$ cat src/rtl/sr_latch_bank_pkg.sv
// Shared types and sizing helpers for the SR latch bank sequencer.
package sr_latch_bank_pkg;

    typedef enum logic {
        OP_CLEAR = 1'b0,
        OP_SET   = 1'b1
    } op_e;

    typedef enum logic [2:0] {
        INIT,
        IDLE,
        PULSE,
        SETTLE,
        CHECK,
        REJECT
    } state_e;

    // Width needed for a counter holding max(pulse, settle, wide).
    function automatic int cnt_width(input int pulse_cyc, input int settle_cyc, input int wide);
        int m;
        m = pulse_cyc;
        if (settle_cyc > m) m = settle_cyc;
        if (wide > m) m = wide;
        return $clog2(m + 1);
    endfunction

    // Counter width for the default configuration (PULSE 2, SETTLE 3, WIDE 18).
    localparam int SRB_CNT_W = cnt_width(2, 3, 18);

endpackage

$ cat src/rtl/srbank_cycle_timer.sv
// Loadable down-counter with a zero flag; times PULSE, SETTLE and INIT phases.
module srbank_cycle_timer
    import sr_latch_bank_pkg::*;
#(
    parameter int CNT_W = SRB_CNT_W
) (
    input  logic             clk,
    input  logic             rst_n,
    input  logic             load_i,
    input  logic [CNT_W-1:0] load_val_i,
    output logic             zero_o
);

    logic [CNT_W-1:0] cnt_q;

    // Load takes priority; otherwise count down and park at zero.
    // NOTE: state registers use non-blocking assignment so every flop samples pre-edge values.
    always_ff @(posedge clk or negedge rst_n) begin
        if (!rst_n) begin
            cnt_q <= '0;
        end else if (load_i) begin
            cnt_q <= load_val_i;
        end else if (cnt_q != '0) begin
            cnt_q <= cnt_q - 1'b1;
        end
    end

    assign zero_o = (cnt_q == '0);

endmodule

$ cat src/rtl/sr_latch_bank_ctrl.sv
// Sequencer for a bank of NAND set/reset latches with active-low preset/clear.
// Optional feature: define SR_LATCH_BANK_AUTO_INIT_EN to clear the whole bank
// after reset release before accepting commands.
module sr_latch_bank_ctrl
    import sr_latch_bank_pkg::*;
#(
    parameter int WIDE       = 18,
    parameter int IDX_W      = 5,
    parameter int PULSE_CYC  = 2,
    parameter int SETTLE_CYC = 3
) (
    input  logic             clk,
    input  logic             rst_n,
    input  logic             cmd_valid_i,
    output logic             cmd_ready_o,
    input  logic             cmd_op_i,
    input  logic [IDX_W-1:0] cmd_idx_i,
    output logic [WIDE-1:0]  lat_preset_n_o,
    output logic [WIDE-1:0]  lat_clear_n_o,
    input  logic [WIDE-1:0]  lat_q_i,
    output logic             rsp_valid_o,
    output logic             rsp_err_o,
    output logic [IDX_W-1:0] rsp_idx_o
);

`ifdef SR_LATCH_BANK_AUTO_INIT_EN
    localparam bit AUTO_INIT = 1'b1;
`else
    localparam bit AUTO_INIT = 1'b0;
`endif

    localparam int               CNT_W       = cnt_width(PULSE_CYC, SETTLE_CYC, WIDE);
    localparam logic [CNT_W-1:0] PULSE_LOAD  = CNT_W'(PULSE_CYC - 1);
    localparam logic [CNT_W-1:0] SETTLE_LOAD = CNT_W'(SETTLE_CYC - 1);
    localparam logic [IDX_W:0]   WIDE_CMP    = (IDX_W + 1)'(WIDE);
    localparam state_e           RST_STATE   = AUTO_INIT ? INIT : IDLE;

    state_e           state_q, state_d;
    op_e              op_q, op_d;
    logic [IDX_W-1:0] idx_q, idx_d;
    logic             init_q, init_d;
    logic [WIDE-1:0]  preset_n_q, preset_n_d;
    logic [WIDE-1:0]  clear_n_q, clear_n_d;
    logic             rsp_valid_q, rsp_valid_d;
    logic             rsp_err_q, rsp_err_d;
    logic             cmd_ready_q, cmd_ready_d;

    logic             tmr_load;
    logic [CNT_W-1:0] tmr_val;
    logic             tmr_zero;

    logic             transfer;
    logic             cmd_idx_ok;
    logic [WIDE-1:0]  cmd_mask;
    logic [WIDE-1:0]  idx_mask;

    assign transfer   = cmd_valid_i & cmd_ready_q;
    assign cmd_idx_ok = ({1'b0, cmd_idx_i} < WIDE_CMP);
    // A single-bit mask keeps the preset/clear lines one-hot-low by construction.
    assign cmd_mask   = WIDE'(1) << cmd_idx_i;
    assign idx_mask   = WIDE'(1) << idx_q;

    srbank_cycle_timer #(
        .CNT_W (CNT_W)
    ) u_timer (
        .clk        (clk),
        .rst_n      (rst_n),
        .load_i     (tmr_load),
        .load_val_i (tmr_val),
        .zero_o     (tmr_zero)
    );

    // Next-state and next-output logic; line outputs are idle-high unless a phase drives them.
    // NOTE: every always_comb target gets a default first so no latch is inferred.
    always_comb begin
        state_d     = state_q;
        op_d        = op_q;
        idx_d       = idx_q;
        init_d      = init_q;
        preset_n_d  = '1;
        clear_n_d   = '1;
        rsp_valid_d = 1'b0;
        rsp_err_d   = 1'b0;
        tmr_load    = 1'b0;
        tmr_val     = PULSE_LOAD;

        case (state_q)
            INIT: begin
                // Clear the whole bank, reusing PULSE/SETTLE timing with init_q set.
                state_d   = PULSE;
                clear_n_d = '0;
                tmr_load  = 1'b1;
            end
            IDLE: begin
                if (transfer) begin
                    op_d  = op_e'(cmd_op_i);
                    idx_d = cmd_idx_i;
                    if (!cmd_idx_ok) begin
                        state_d     = REJECT;
                        rsp_valid_d = 1'b1;
                        rsp_err_d   = 1'b1;
                    end else begin
                        state_d  = PULSE;
                        tmr_load = 1'b1;
                        if (op_e'(cmd_op_i) == OP_SET) preset_n_d = ~cmd_mask;
                        else                           clear_n_d  = ~cmd_mask;
                    end
                end
            end
            PULSE: begin
                if (tmr_zero) begin
                    state_d  = SETTLE;
                    tmr_load = 1'b1;
                    tmr_val  = SETTLE_LOAD;
                end else if (init_q) begin
                    clear_n_d = '0;
                end else if (op_q == OP_SET) begin
                    preset_n_d = ~idx_mask;
                end else begin
                    clear_n_d = ~idx_mask;
                end
            end
            SETTLE: begin
                if (tmr_zero) begin
                    if (init_q) begin
                        state_d = IDLE;
                        init_d  = 1'b0;
                    end else begin
                        state_d     = CHECK;
                        rsp_valid_d = 1'b1;
                        rsp_err_d   = (lat_q_i[idx_q] != (op_q == OP_SET));
                    end
                end
            end
            CHECK:   state_d = IDLE;
            REJECT:  state_d = IDLE;
            default: state_d = IDLE;
        endcase
    end

    assign cmd_ready_d = (state_d == IDLE);

    // State and registered outputs; reset releases every latch line high immediately.
    always_ff @(posedge clk or negedge rst_n) begin
        if (!rst_n) begin
            state_q     <= RST_STATE;
            op_q        <= OP_CLEAR;
            idx_q       <= '0;
            init_q      <= AUTO_INIT;
            preset_n_q  <= '1;
            clear_n_q   <= '1;
            rsp_valid_q <= 1'b0;
            rsp_err_q   <= 1'b0;
            cmd_ready_q <= !AUTO_INIT;
        end else begin
            state_q     <= state_d;
            op_q        <= op_d;
            idx_q       <= idx_d;
            init_q      <= init_d;
            preset_n_q  <= preset_n_d;
            clear_n_q   <= clear_n_d;
            rsp_valid_q <= rsp_valid_d;
            rsp_err_q   <= rsp_err_d;
            cmd_ready_q <= cmd_ready_d;
        end
    end

    assign cmd_ready_o    = cmd_ready_q;
    assign lat_preset_n_o = preset_n_q;
    assign lat_clear_n_o  = clear_n_q;
    assign rsp_valid_o    = rsp_valid_q;
    assign rsp_err_o      = rsp_err_q;
    assign rsp_idx_o      = idx_q;

endmodule
$ cat config.mk
export PLATFORM = sky130hd
export DESIGN_NAME = sr_latch_bank_ctrl
export DESIGN_NICKNAME = d
export VERILOG_FILES = /design/src/rtl/sr_latch_bank_pkg.sv /design/src/rtl/srbank_cycle_timer.sv /design/src/rtl/sr_latch_bank_ctrl.sv
export SDC_FILE = /design/constraint.sdc
export NUM_CORES = 1
export LEC_CHECK = 0
export ABC_AREA = 0
export CORE_MARGIN = 4
export CORE_UTILIZATION = 51
export CTS_BUF_LIST = sky130_fd_sc_hd__clkbuf_4
export CTS_CLUSTER_SIZE = 16
export DETAILED_ROUTE_END_ITERATION = 16
export PLACE_DENSITY = 0.82
export SYNTH_ARGS = -nofsm -noshare
export SYNTH_HDL_FRONTEND = slang
export SYNTH_HIERARCHICAL = 1
export SYNTH_SLANG_ARGS = --single-unit
export TNS_END_PERCENT = 1
$ cat constraint.sdc
create_clock -name clk -period 2.8 [get_ports clk]
set_input_delay 0.56 -clock clk [delete_from_list [all_inputs] [get_ports clk]]
set_output_delay 0.56 -clock clk [all_outputs]
set_load 0.01 [all_outputs]
==> key figures <==
Detailed routing
  • Routed length per instance: 16.4 um
  • Via count: ~2700
  • Metal3 WL: 753 um
  • DRT antenna net count: 0
  • M1 WL: 3.05 mm
  • First-pass iteration count of the detailed router: 5
  • Post-route DRC: 0
  • DR iter-0 viols: just under 300
  • Top sig layer: met4
  • Met2 WL: ~3.7 mm
  • Total Wirelength: approximately 7.6 mm
  • DR vias/cell: a little under 6

Critical path
  • Req. time, crit path: 3110 ps
  • CP max stage delay: 470 ps
  • CP max-delay cell: nor3_1
  • Most used cell, CP: nor3_1
  • Worst path cell trace: inv_1 -> ha_1 -> nor4b_4 -> buf_4 -> nor3_1 -> nand4b_1 -> nor3_1 -> o21bai_1
  • Critical path capture point type: flip-flop
  • RR Startpoint: u_timer/cnt_q[0]
  • Critical path peak fanout: 10
  • Crit path arrival time: 2570 ps
  • Worst R2R Path Depth: 8
  • FF-to-FF setup slack: approximately 540 ps
  • Startpoint Class: flip-flop
  • Worst r2r dst: lat_clear_n_o[12]
  • CP Class: flip-flop to flip-flop

Timing
  • Endpoints failing setup: 0
  • Slew Viols, Final: 0
  • Clock Skews: 13.6 ps
  • Setup WS post-layout: 541 ps
  • Post-layout min period: 2260 ps
  • Crit share post-route: between 80 and 90%
  • Worst slew margin: 58.9%
  • Measured slew at the worst slew-check pin: roughly 610 ps
  • RSZ-0062 raised after global routing: false
  • Hold_ws: 149 ps
  • Final TNS setup: 0 ps
  • Peak Freq: 443 MHz
  • Final Hold Fails: 0

GRT
  • First-pass GRT wire length: 12.8 mm
  • Total gr overflow: 0
  • Largest net degree at the start of global routing: 30
  • Vias in the first global route: 2625
  • Total GRT Usage: around 22%
  • Antenna violations before repair: 0

Placement
  • Buffers on Ports: 70
  • Placed cell count: 459
  • Pre-CTS setup slack: 449 ps
  • GP Congestion: slightly below 0.9
  • Post-DP HPWL: ~5.6 mm

Floorplanning
  • Die Area: between 7000 and 8000 um^2
  • Die Height: 84.0 um
  • Row cnt: 27
  • DIE WIDTH: roughly 84 um
  • Core footprint: 5540 um^2
  • I/O pin total: 71
  • Starting Density: a little over half

Synth
  • Seq cells post-synth: 53
  • Post-synth EDFFs: 0
  • Area leader, netlist: dfstp_2
  • Top FF cell, synth: dfstp_2
  • Sequential cell area fraction in the yosys report: 46.6%
  • Most common cell in the synthesized netlist: a21oi_1
  • Synth warnings: 6
  • Unique masters post-synth: 43
  • Area contributors post-synth: dfstp_2, dfrtp_1, a21oi_1, o21bai_1, or3_1
  • Commonest cells in the netlist: a21oi_1, dfstp_2, nand2_1
  • Area share of the largest cell type after synthesis: 33.9%
  • Async SR Flop Fraction: 100%
  • Post-Syn Area: 2950 um^2
  • Gate Count Post-Synth: 327
  • Syn avg cell area: around 9 um^2

Layout
  • Nets: ~420
  • Non-filler cells, final: 467
  • Layout cells sized above 1: a little under a fifth
  • Inserted Diodes: 0
  • Area Growth Syn to Fin: 30.0%

Power and ir drop
  • Post-layout power: around 3.8 mW
  • Power Dens Cells: ~1000 nW/um^2
  • Maximum vdd drop: 0.515 mV
  • Leakage: 1.48 nW

CTS
  • Setup bufs post-CTS: 0
  • Clk sink count: 53
  • Clock latency on the worst-skew pair: about 380 ps
  • TritonCTS clock tree: yes
  • Hold Buf Count CTS: 0
  • Post-CTS sizing: 0
  • Clk buf depth: 2
  • Num CTS Buffers: 5
  • Reg clk slew, reported paths: 150 ps
  • CTS H-tree lvls: 2
  • Clk root buf: clkbuf_4

Worst hold path
  • HP Class: input pin to asynchronous set/reset pin

Outcome
  • Status: finished clean

Flow run
  • Max_cap viols: 0
==> where the power goes <==
| group | switching [mW] | internal [mW] | total [mW] |
|---|---|---|---|
| Combinational | 0.976 | 0.945 | 1.92 |
| Clock | 0.243 | 0.276 | 0.520 |
| Sequential | 0.227 | 1.15 | 1.38 |
| Total | 1.45 | 2.37 | 3.82 |
==> routing by layer <==
metal	vias to the layer above	GRT usage [%]
met3	24	5.63
li1	1273	-
met2	185	36.9
met5	-	0
met4	0	8.63
met1	1258	28.5
==> layout make-up <==
class / count / area [um^2]
Multi-Input combinational cell: 243 / 1440
Inverter: 7 / 26.3
Clock inverter: 3 / 65.1
Tap cell: 72 / 90.1
Clock buffer: 5 / 37.5
Sequential cell: 53 / 1370
Timing Repair Buffer: 84 / 801
Fill cell: 448 / 1710
==> per-stage QoR <==
| stage | utilization (%) | area (um^2) |
|---|---|---|
| detailed placement | 67.3 | 3730 |
| finish | 69.1 | 3830 |
| global placement | 67.3 | 3730 |
| floorplan | - | 2950 |
| CTS | 69.1 | 3830 |
| global route | 69.1 | 3830 |
==> how the worst max path moves through the flow <==
stage	start	to	slack, ps	depth (start not counted)
CTS	u_timer/cnt_q[0]	lat_clear_n_o[12]	580	8
global route	u_timer/cnt_q[0]	lat_clear_n_o[12]	360	8
floorplan	u_timer/cnt_q[0]	lat_preset_n_o[7]	810	8
finish	u_timer/cnt_q[0]	lat_clear_n_o[12]	540	8
detailed placement	lat_q_i[7]	rsp_err_o	450	6
global placement	lat_q_i[7]	rsp_err_o	550	6
==> state kept, by name, indices dropped and copies added, names as in the netlist, 3 cells and up <==
| register | flops |
|---|---|
| state_q | 3 |
| u_timer/cnt_q | 5 |
| lat_clear_n_o | 18 |
| rsp_idx_o | 5 |
| lat_preset_n_o | 18 |
==> worst max-delay path: cells and delay by family, from the launching register on <==
| family | cells | cell delay [ps] |
|---|---|---|
| compound gates | 1 | 100 |
| buf+inv | 2 | 250 |
| simple gates | 4 | 1200 |
| flops | 1 | 390 |
| fa+ha+maj | 1 | 240 |
==> logic make-up after synthesis <==
| logic type | count (synthesis) | synth area share, % |
|---|---|---|
| simple gates | 132 | 23.3 |
| fa+ha+maj | 1 | 0.425 |
| mux | 13 | 5.52 |
| xor+xnor | 4 | 1.19 |
| compound gates | 90 | 17.9 |
| flops | 53 | 46.6 |
| buf+inv | 33 | 4.89 |
| other cells | 1 | 0.127 |
==> cell usage in the layout (no fill, tap or decap), drive strengths merged, types with 3 or more instances in the layout <==
cell type and instances:
nor2 28, clkdlybuf4s50 69, mux2 6, inv 7, xnor2 3, o21ai 8
nand2 32, nand2b 11, clkbuf 5, mux2i 5, conb 3, o21bai 17
a31oi 3, nor3 15, o31ai 4, nand4 4, or3 20, dfrtp 15
dfstp 38, buf 15, nor2b 4, nand3 3, a21oi 53, and2 3
(Power assumes the default switching activity.)
